File: config.mk
export PLATFORM = sky130hd
export DESIGN_NAME = input_conditioner
export DESIGN_NICKNAME = d
export VERILOG_FILES = /design/src/rtl/input_conditioner.sv
export SDC_FILE = /design/constraint.sdc
export NUM_CORES = 1
export LEC_CHECK = 0
export BUFFER_PORTS_ARGS = -buffer_cell sky130_fd_sc_hd__buf_2
export CORE_ASPECT_RATIO = 1.1
export CORE_MARGIN = 2
export CORE_UTILIZATION = 40
export CTS_BUF_LIST = sky130_fd_sc_hd__clkbuf_8
export CTS_CLUSTER_SIZE = 8
export DETAILED_ROUTE_END_ITERATION = 8
export PLACE_DENSITY_LB_ADDON = 0.12
export SLEW_MARGIN = 5
export SYNTH_ARGS = -nofsm -noshare
export SYNTH_HDL_FRONTEND = slang
export SYNTH_SLANG_ARGS = --single-unit
File: constraint.sdc
create_clock -name CLK_DRV -period 2 [get_ports CLK_DRV]
set_clock_uncertainty 0.05 [all_clocks]
set_input_delay 0.4 -clock CLK_DRV [delete_from_list [all_inputs] [get_ports CLK_DRV]]
set_output_delay 0.4 -clock CLK_DRV [all_outputs]
set_load 0.01 [all_outputs]
File: src/rtl/input_conditioner.sv
// Multi-channel pin conditioner: optional inversion, synchronizer, per-channel
// CE-throttled debounce filter, and registered rise/fall/any-edge pulses.
module input_conditioner #(
   parameter int              N_CH            = 3,
   parameter int              SYNC_STAGES     = 2,
   parameter int              DEBOUNCE_CYCLES = 16,
   parameter logic [N_CH-1:0] DEBOUNCE_EN     = '1,
   parameter logic [N_CH-1:0] INVERT          = '0,
   parameter logic [N_CH-1:0] RESET_VAL       = '0
) (
   input  logic            CLK_DRV,
   input  logic            RESET,
   input  logic            CE,
   input  logic [N_CH-1:0] IN,
   output logic [N_CH-1:0] OUT,
   output logic [N_CH-1:0] RISE,
   output logic [N_CH-1:0] FALL,
   output logic            ANY_EDGE
);

   localparam int CNT_W = (DEBOUNCE_CYCLES < 2) ? 1 : $clog2(DEBOUNCE_CYCLES + 1);
   localparam logic [CNT_W-1:0] CNT_LAST = CNT_W'((DEBOUNCE_CYCLES > 0) ? DEBOUNCE_CYCLES - 1 : 0);

   logic [N_CH-1:0] sync_last;
   logic [N_CH-1:0] out_next;
   logic [N_CH-1:0] out_reg;
   logic [N_CH-1:0] rise_reg;
   logic [N_CH-1:0] fall_reg;
   logic            any_reg;

   generate
      for (genvar gi = 0; gi < N_CH; gi++) begin : g_ch
         logic [SYNC_STAGES-1:0] sync_reg;

         // Inversion happens ahead of the first flop so the whole chain sees the
         // logical level and RESET_VAL is expressed in that same sense.
         always_ff @(posedge CLK_DRV or posedge RESET) begin
            if (RESET) begin
               sync_reg <= {SYNC_STAGES{RESET_VAL[gi]}};
            end else begin
               sync_reg <= {sync_reg[SYNC_STAGES-2:0], IN[gi] ^ INVERT[gi]};
            end
         end

         assign sync_last[gi] = sync_reg[SYNC_STAGES-1];

         if (DEBOUNCE_EN[gi] && (DEBOUNCE_CYCLES > 0)) begin : g_filt
            logic [CNT_W-1:0] cnt_reg;
            logic [CNT_W-1:0] cnt_next;
            logic             out_ch_next;

            // Any agreement with the current output discards progress; CE low
            // only freezes the count while a mismatch persists.
            always_comb begin
               cnt_next    = cnt_reg;
               out_ch_next = out_reg[gi];
               if (sync_last[gi] == out_reg[gi]) begin
                  cnt_next = '0;
               end else if (CE) begin
                  if (cnt_reg == CNT_LAST) begin
                     out_ch_next = sync_last[gi];
                     cnt_next    = '0;
                  end else begin
                     cnt_next = cnt_reg + 1'b1;
                  end
               end
            end

            always_ff @(posedge CLK_DRV or posedge RESET) begin
               if (RESET) begin
                  cnt_reg <= '0;
               end else begin
                  cnt_reg <= cnt_next;
               end
            end

            assign out_next[gi] = out_ch_next;
         end else begin : g_bypass
            assign out_next[gi] = sync_last[gi];
         end
      end
   endgenerate

   // Pulses come from the next-state terms so they line up with the first
   // cycle OUT shows its new level.
   always_ff @(posedge CLK_DRV or posedge RESET) begin
      if (RESET) begin
         out_reg  <= RESET_VAL;
         rise_reg <= '0;
         fall_reg <= '0;
         any_reg  <= 1'b0;
      end else begin
         out_reg  <= out_next;
         rise_reg <= out_next & ~out_reg;
         fall_reg <= ~out_next & out_reg;
         any_reg  <= |(out_next ^ out_reg);
      end
   end

   assign OUT      = out_reg;
   assign RISE     = rise_reg;
   assign FALL     = fall_reg;
   assign ANY_EDGE = any_reg;

endmodule

==> results of run 1 <==
==> per-stage QoR <==
step / hold WS, ns / std cells / util / total power (µW)
2_1_floorplan: 0.281 / 113 / - / 703
3_3_place_gp: 0.285 / 163 / 0.470 / 722
3_5_place_dp: 0.288 / 163 / 0.470 / 725
4_1_cts: 0.142 / 171 / 0.497 / 1200
5_1_grt: 0.148 / 171 / 0.497 / 1240
6_report: 0.131 / 171 / 0.497 / 1180
==> layout by cell type, fill, tap and decap left out <==
cell | netlist | final
mux2_2 | 2 | 2
inv_1 | 4 | 5
clkinv_2 | 0 | 1
nand4b_1 | 2 | 2
nand3b_1 | 3 | 3
clkbuf_8 | 0 | 5
a41oi_1 | 2 | 2
buf_4 | 0 | 3
inv_2 | 1 | 1
nand4_1 | 2 | 2
nor2_1 | 9 | 9
a31oi_1 | 1 | 1
dfrtp_1 | 31 | 31
xnor2_1 | 3 | 3
mux2_4 | 1 | 1
nor4_1 | 1 | 1
buf_2 | 2 | 15
a311oi_1 | 2 | 2
nand4b_2 | 1 | 1
nand2_1 | 15 | 15
o21ai_0 | 1 | 1
ha_1 | 9 | 9
mux2i_1 | 3 | 3
a21oi_1 | 7 | 7
xor2_1 | 3 | 3
clkinvlp_4 | 0 | 1
or2_4 | 1 | 1
nand3_1 | 7 | 7
==> cell families (layout without fill, tap and decap cells) <==
logic type               count (synthesis)  count (layout)  synth area share
adder cells (fa/ha/maj)                  9               9            0.0849
buffers and inverters                    7              31            0.0217
XOR/XNOR                                 6               6            0.0396
multiplexers                             6               6            0.0509
AO/OA/AOI/OAI                           13              13            0.0613
flip-flops                              31              31             0.585
AND/OR/NAND/NOR                         41              41             0.157
==> power groups by stage <==
| stage | sequential [µW] | clock [µW] | combinational, µW |
|---|---|---|---|
| 6_report | 656 | 466 | 55.2 |
| 5_1_grt | 658 | 518 | 65.0 |
| 4_1_cts | 656 | 488 | 57.0 |
| 3_5_place_dp | 668 | 0 | 57.1 |
| 3_3_place_gp | 667 | 0 | 55.5 |
| 2_1_floorplan | 664 | 0 | 39.2 |
==> area by class of cell <==
| cell class | instances | area, µm² | share of cell area |
|---|---|---|---|
| flip-flops and latches | 31 | 776 | 0.503 |
| clock inverters | 3 | 16.3 | 0.0106 |
| repair buffers | 18 | 97.6 | 0.0633 |
| inverters | 5 | 18.8 | 0.0122 |
| multi-input cells | 75 | 522 | 0.338 |
| well taps | 34 | 42.5 | 0.0276 |
| clock buffers | 5 | 68.8 | 0.0446 |
==> path summary, 6_finish.rpt <==
| check | end | slack, ns |
|---|---|---|
| max in group asynchronous | OUT[2] | 1.49 |
| worst min-delay path | g_ch[2].g_filt.cnt_reg[4] | 0.13 |
| worst max register to register | ANY_EDGE | 0.15 |
| worst min register to register | g_ch[1].sync_reg[1] | 0.30 |
| worst max-delay path | ANY_EDGE | 0.15 |
| min in group CLK_DRV | g_ch[0].sync_reg[0] | 0.17 |
==> critical path, cell delays in order, from the launching register on <==
cell      delay [ns]
dfrtp_1         0.40
ha_1            0.20
nand4b_2        0.15
or2_4           0.28
mux2_4          0.31
ha_1            0.27
nand3_1         0.06
==> metal layers <==
layer	part of all wire	up-vias	track usage
met5	0	-	0
met4	0.025	0	0.0767
met3	0.055	5	0.0547
met2	0.42	24	0.183
met1	0.50	422	0.187
li1	-	435	-
==> flow_summary.ini, run 1 <==
[power_and_ir_drop]
pwr-share-comb = 0.047
p_clk_frac = 0.396
p_sw_frac = 0.235
power_frac_seq = 0.557
ir_drop_mv = 0.410
power_density_mw_per_mm2 = 764
power_leakage_uw = 0.000780
intPower_uw = 901
switchingPower_uw = 277

[placement]
dp_hpwl_um = 1540
port_buffers = 15
placed_area_mm2 = 0.00146
post-place-ws_ns = 0.153
place_congestion = 0.771

[finish]
fin_nets = 151
areaGrowthSynthToFinish_pct = 16.2
drive_above_1_share = 0.226
antenna_cells = 0
design_area_mm2 = 0.00154
largest_reg_flops = 15
fill_cells = 283

[timing]
slew_violations = 0
fmax_mhz = 541
max_slew_margin = 0.699
worstMarginPinSlew_ns = 0.448
fin_setup_tns_ns = 0
fin_ws_ns = 0.152
rsz0062_at_grt = no
hold_viol_final = 0
period_needed_ns = 1.85
period_share = 0.924
setup_viol = 0

[clock_network]
cts_hold_buf = 0
clkSinkCount = 31
post_cts_buffers = 0
cts_buffers = 5
clk-insertion-delay-late_ns = 0.28
h-tree-depth = 2
clk_pin_slew_worst_paths_ns = 0.07
post_cts_resized = 0
cts_max_path_buffers = 2
cts_tree = done
root_buffer = clkbuf_8

[critical_path]
r2r-start = g_ch[0].g_filt.cnt_reg[0]
startpoint_type = flop
critPathArrivalTime_ns = 1.97
cp-end-kind = flop
worstSetupStartpoint = g_ch[0].g_filt.cnt_reg[0]
critical_path_class = flop to flop
cp_max_fo = 5
required_ns = 2.12
rr_worst_depth = 6

[logic_synthesis]
synth_top_cell_by_area = dfrtp_1
synthTopCellsByArea = dfrtp_1 58%, ha_1 8.5%, nand2_1 4.2%
ys_types = 24
yosys.area.top_type_share = 0.585
syn_nets = 128
async_flop_share = 1.00
ys_seq_elements = 31
ys_seq_area_frac = 0.585
ys.flop_type = dfrtp_1
yosys-top-cells-count = 31 x dfrtp_1, 15 x nand2_1, 9 x ha_1, 9 x nor2_1
synth_cells = 113
yosys_warnings = 0
synth.most_common_cell = dfrtp_1
avgSynthCellArea_um2 = 11.7
synth-edff-count = 0
syn_area_mm2 = 0.00133

[routing]
vias_per_cell = 5.18
drc_errors = 0
final_antenna_net_count = 0
finalWirelength_um = 2170
firstDrtPassIters = 4
drtIter0Drc = 13
vias = 886
post_drt_wl_per_cell_um = 12.7

[grt]
grt_pass1_wl_um = 3730
gr-total-overflow = 0
antenna_found_initial = 0
grt_max_degree = 32
grt_pass1_vias = 792
grt_use_total = 0.137

[floorplan]
core_region_area_mm2 = 0.00310
ios = 16
std_cell_rows = 21
dieArea_mm2 = 0.00379
die_h_um = 64.4
initial_utilization = 0.428
die_w_um = 58.9

[min_path]
hold_class = input port to async pin

[run_status]
status = finished clean

[flow_run]
maxCapViolations = 0
Note: power is estimated with default switching activity, not from simulation.
==> run 2: changes to the inputs <==
--- a/config.mk
+++ b/config.mk
@@ -12,7 +12,8 @@
 export CTS_BUF_LIST = sky130_fd_sc_hd__clkbuf_8
 export CTS_CLUSTER_SIZE = 8
 export DETAILED_ROUTE_END_ITERATION = 8
-export PLACE_DENSITY_LB_ADDON = 0.12
+export GPL_TIMING_DRIVEN = 0
+export PLACE_DENSITY = 0.57
 export SLEW_MARGIN = 5
 export SYNTH_ARGS = -nofsm -noshare
 export SYNTH_HDL_FRONTEND = slang
==> run 2 against run 1 <==
  * Final area fell by 1.4%
  * Power shrank 1.6%
  * Global-route usage rose by 1.0 points
  * First-iteration DRC count rose by 150%
  * Combinational power down 3%
  * Die area unchanged
==> flow_summary.ini, run 2 (same netlist as run 1, synthesis figures left out) <==
[run_status]
status = finished clean

[routing]
drc_errors = 0
finalWirelength_um = 2260
firstDrtPassIters = 4
post_drt_wl_per_cell_um = 13.4
final_antenna_net_count = 0
vias_per_cell = 5.22
vias = 882
drtIter0Drc = 32

[clock_network]
cts_buffers = 5
clk_pin_slew_worst_paths_ns = 0.06
root_buffer = clkbuf_8
clk-insertion-delay-late_ns = 0.28
post_cts_resized = 0
cts_tree = done
post_cts_buffers = 0
cts_max_path_buffers = 2
clkSinkCount = 31
h-tree-depth = 2
cts_hold_buf = 0

[timing]
fmax_mhz = 528
setup_viol = 0
period_needed_ns = 1.89
holdWs_ns = 0.178
fin_setup_tns_ns = 0
worstMarginPinSlew_ns = 1.10
max_slew_margin = 0.261
slew_violations = 0
fin_ws_ns = 0.107
hold_viol_final = 0
rsz0062_at_grt = no
period_share = 0.947

[power_and_ir_drop]
p_sw_frac = 0.229
power_frac_seq = 0.566
power_density_mw_per_mm2 = 762
ir_drop_mv = 0.505
switchingPower_uw = 265
pwr-share-comb = 0.046
intPower_uw = 894
power_leakage_uw = 0.000771
p_clk_frac = 0.388

[floorplan]
dieArea_mm2 = 0.00379
core_region_area_mm2 = 0.00310
die_w_um = 58.9
ios = 16
std_cell_rows = 21
initial_utilization = 0.428
die_h_um = 64.4

[finish]
antenna_cells = 0
design_area_mm2 = 0.00152
fill_cells = 299
final_common_cell = dfrtp_1
areaGrowthSynthToFinish_pct = 14.6
final_cell_mix = 31 x dfrtp_1, 16 x buf_2, 15 x nand2_1, 9 x nor2_1, 9 x ha_1
fin_nets = 149
drive_above_1_share = 0.207
largest_reg_flops = 15
postLayoutCoreUtil = 0.490

[critical_path]
cp-end-kind = flop
startpoint_type = flop
critPathArrivalTime_ns = 2.01
cp_max_fo = 5
critical_path_class = flop to flop
required_ns = 2.11

[min_path]
hold_class = input port to flop

[placement]
dp_hpwl_um = 1590
place_congestion = 0.738
port_buffers = 14
placed_area_mm2 = 0.00144
post-place-ws_ns = 0.102

[grt]
grt_pass1_vias = 910
grt_use_total = 0.148
grt_pass1_wl_um = 4100
grt_max_degree = 32
gr-total-overflow = 0
antenna_found_initial = 0

[flow_run]
maxCapViolations = 0
[run 2: cell types whose count changed in the layout (fill, tap and decap cells not counted)]
cell        before  now
buf_4            3    0
clkinvlp_4       1    0
buf_2           15   16
clkinv_1         0    1
[run 2: layout make-up]
class	count	area [µm²]	share of cell area
clock buffers	5	68.8	0.0453
multi-input cells	75	522	0.343
well taps	34	42.5	0.0280
clock inverters	3	12.5	0.00823
flip-flops and latches	31	776	0.510
repair buffers	14	70.1	0.0461
inverters	5	18.8	0.0123
plain buffers	2	10.0	0.00658
[run 2: power groups by stage]
| stage | Clock, µW | Combinational [µW] | Sequential (µW) |
|---|---|---|---|
| 3_5_place_dp | 0 | 55.4 | 668 |
| 2_1_floorplan | 0 | 39.2 | 664 |
| 4_1_cts | 466 | 55.3 | 656 |
| 5_1_grt | 495 | 63.6 | 658 |
| 6_report | 449 | 53.3 | 656 |
| 3_3_place_gp | 0 | 51.6 | 666 |
[run 2: final timing paths]
kind / start / to / slack, ns / cells after the start
max in group asynchronous: RESET / g_ch[0].g_filt.cnt_reg[3] / 1.19 / 2
min in group asynchronous: RESET / FALL[0] / 0.21 / 2
hold / removal: IN[1] / g_ch[1].sync_reg[0] / 0.18 / 1
setup reg to reg: g_ch[0].g_filt.cnt_reg[0] / ANY_EDGE / 0.11 / 6
hold reg to reg: g_ch[1].sync_reg[0] / g_ch[1].sync_reg[1] / 0.30 / 0
setup / recovery: g_ch[0].g_filt.cnt_reg[0] / ANY_EDGE / 0.11 / 6
[run 2: worst max-delay path, stage by stage, from the launching register on]
cell      delay, ns
dfrtp_1        0.41
ha_1           0.21
nand4b_2       0.15
or2_4          0.27
mux2_4         0.31
ha_1           0.31
nand3_1        0.08
[run 2: through the flow]
step	power (µW)	std cells
floorplan	703	113
global placement	718	161
detailed placement	723	161
CTS	1180	169
global route	1220	169
finish	1160	169
[run 2: routing by layer]
metal	GRT usage	part of all wire	vias up
met3	0.0607	0.039	6
li1	-	-	432
met1	0.165	0.42	430
met2	0.244	0.52	14
met4	0.0597	0.020	0
met5	0	0	-
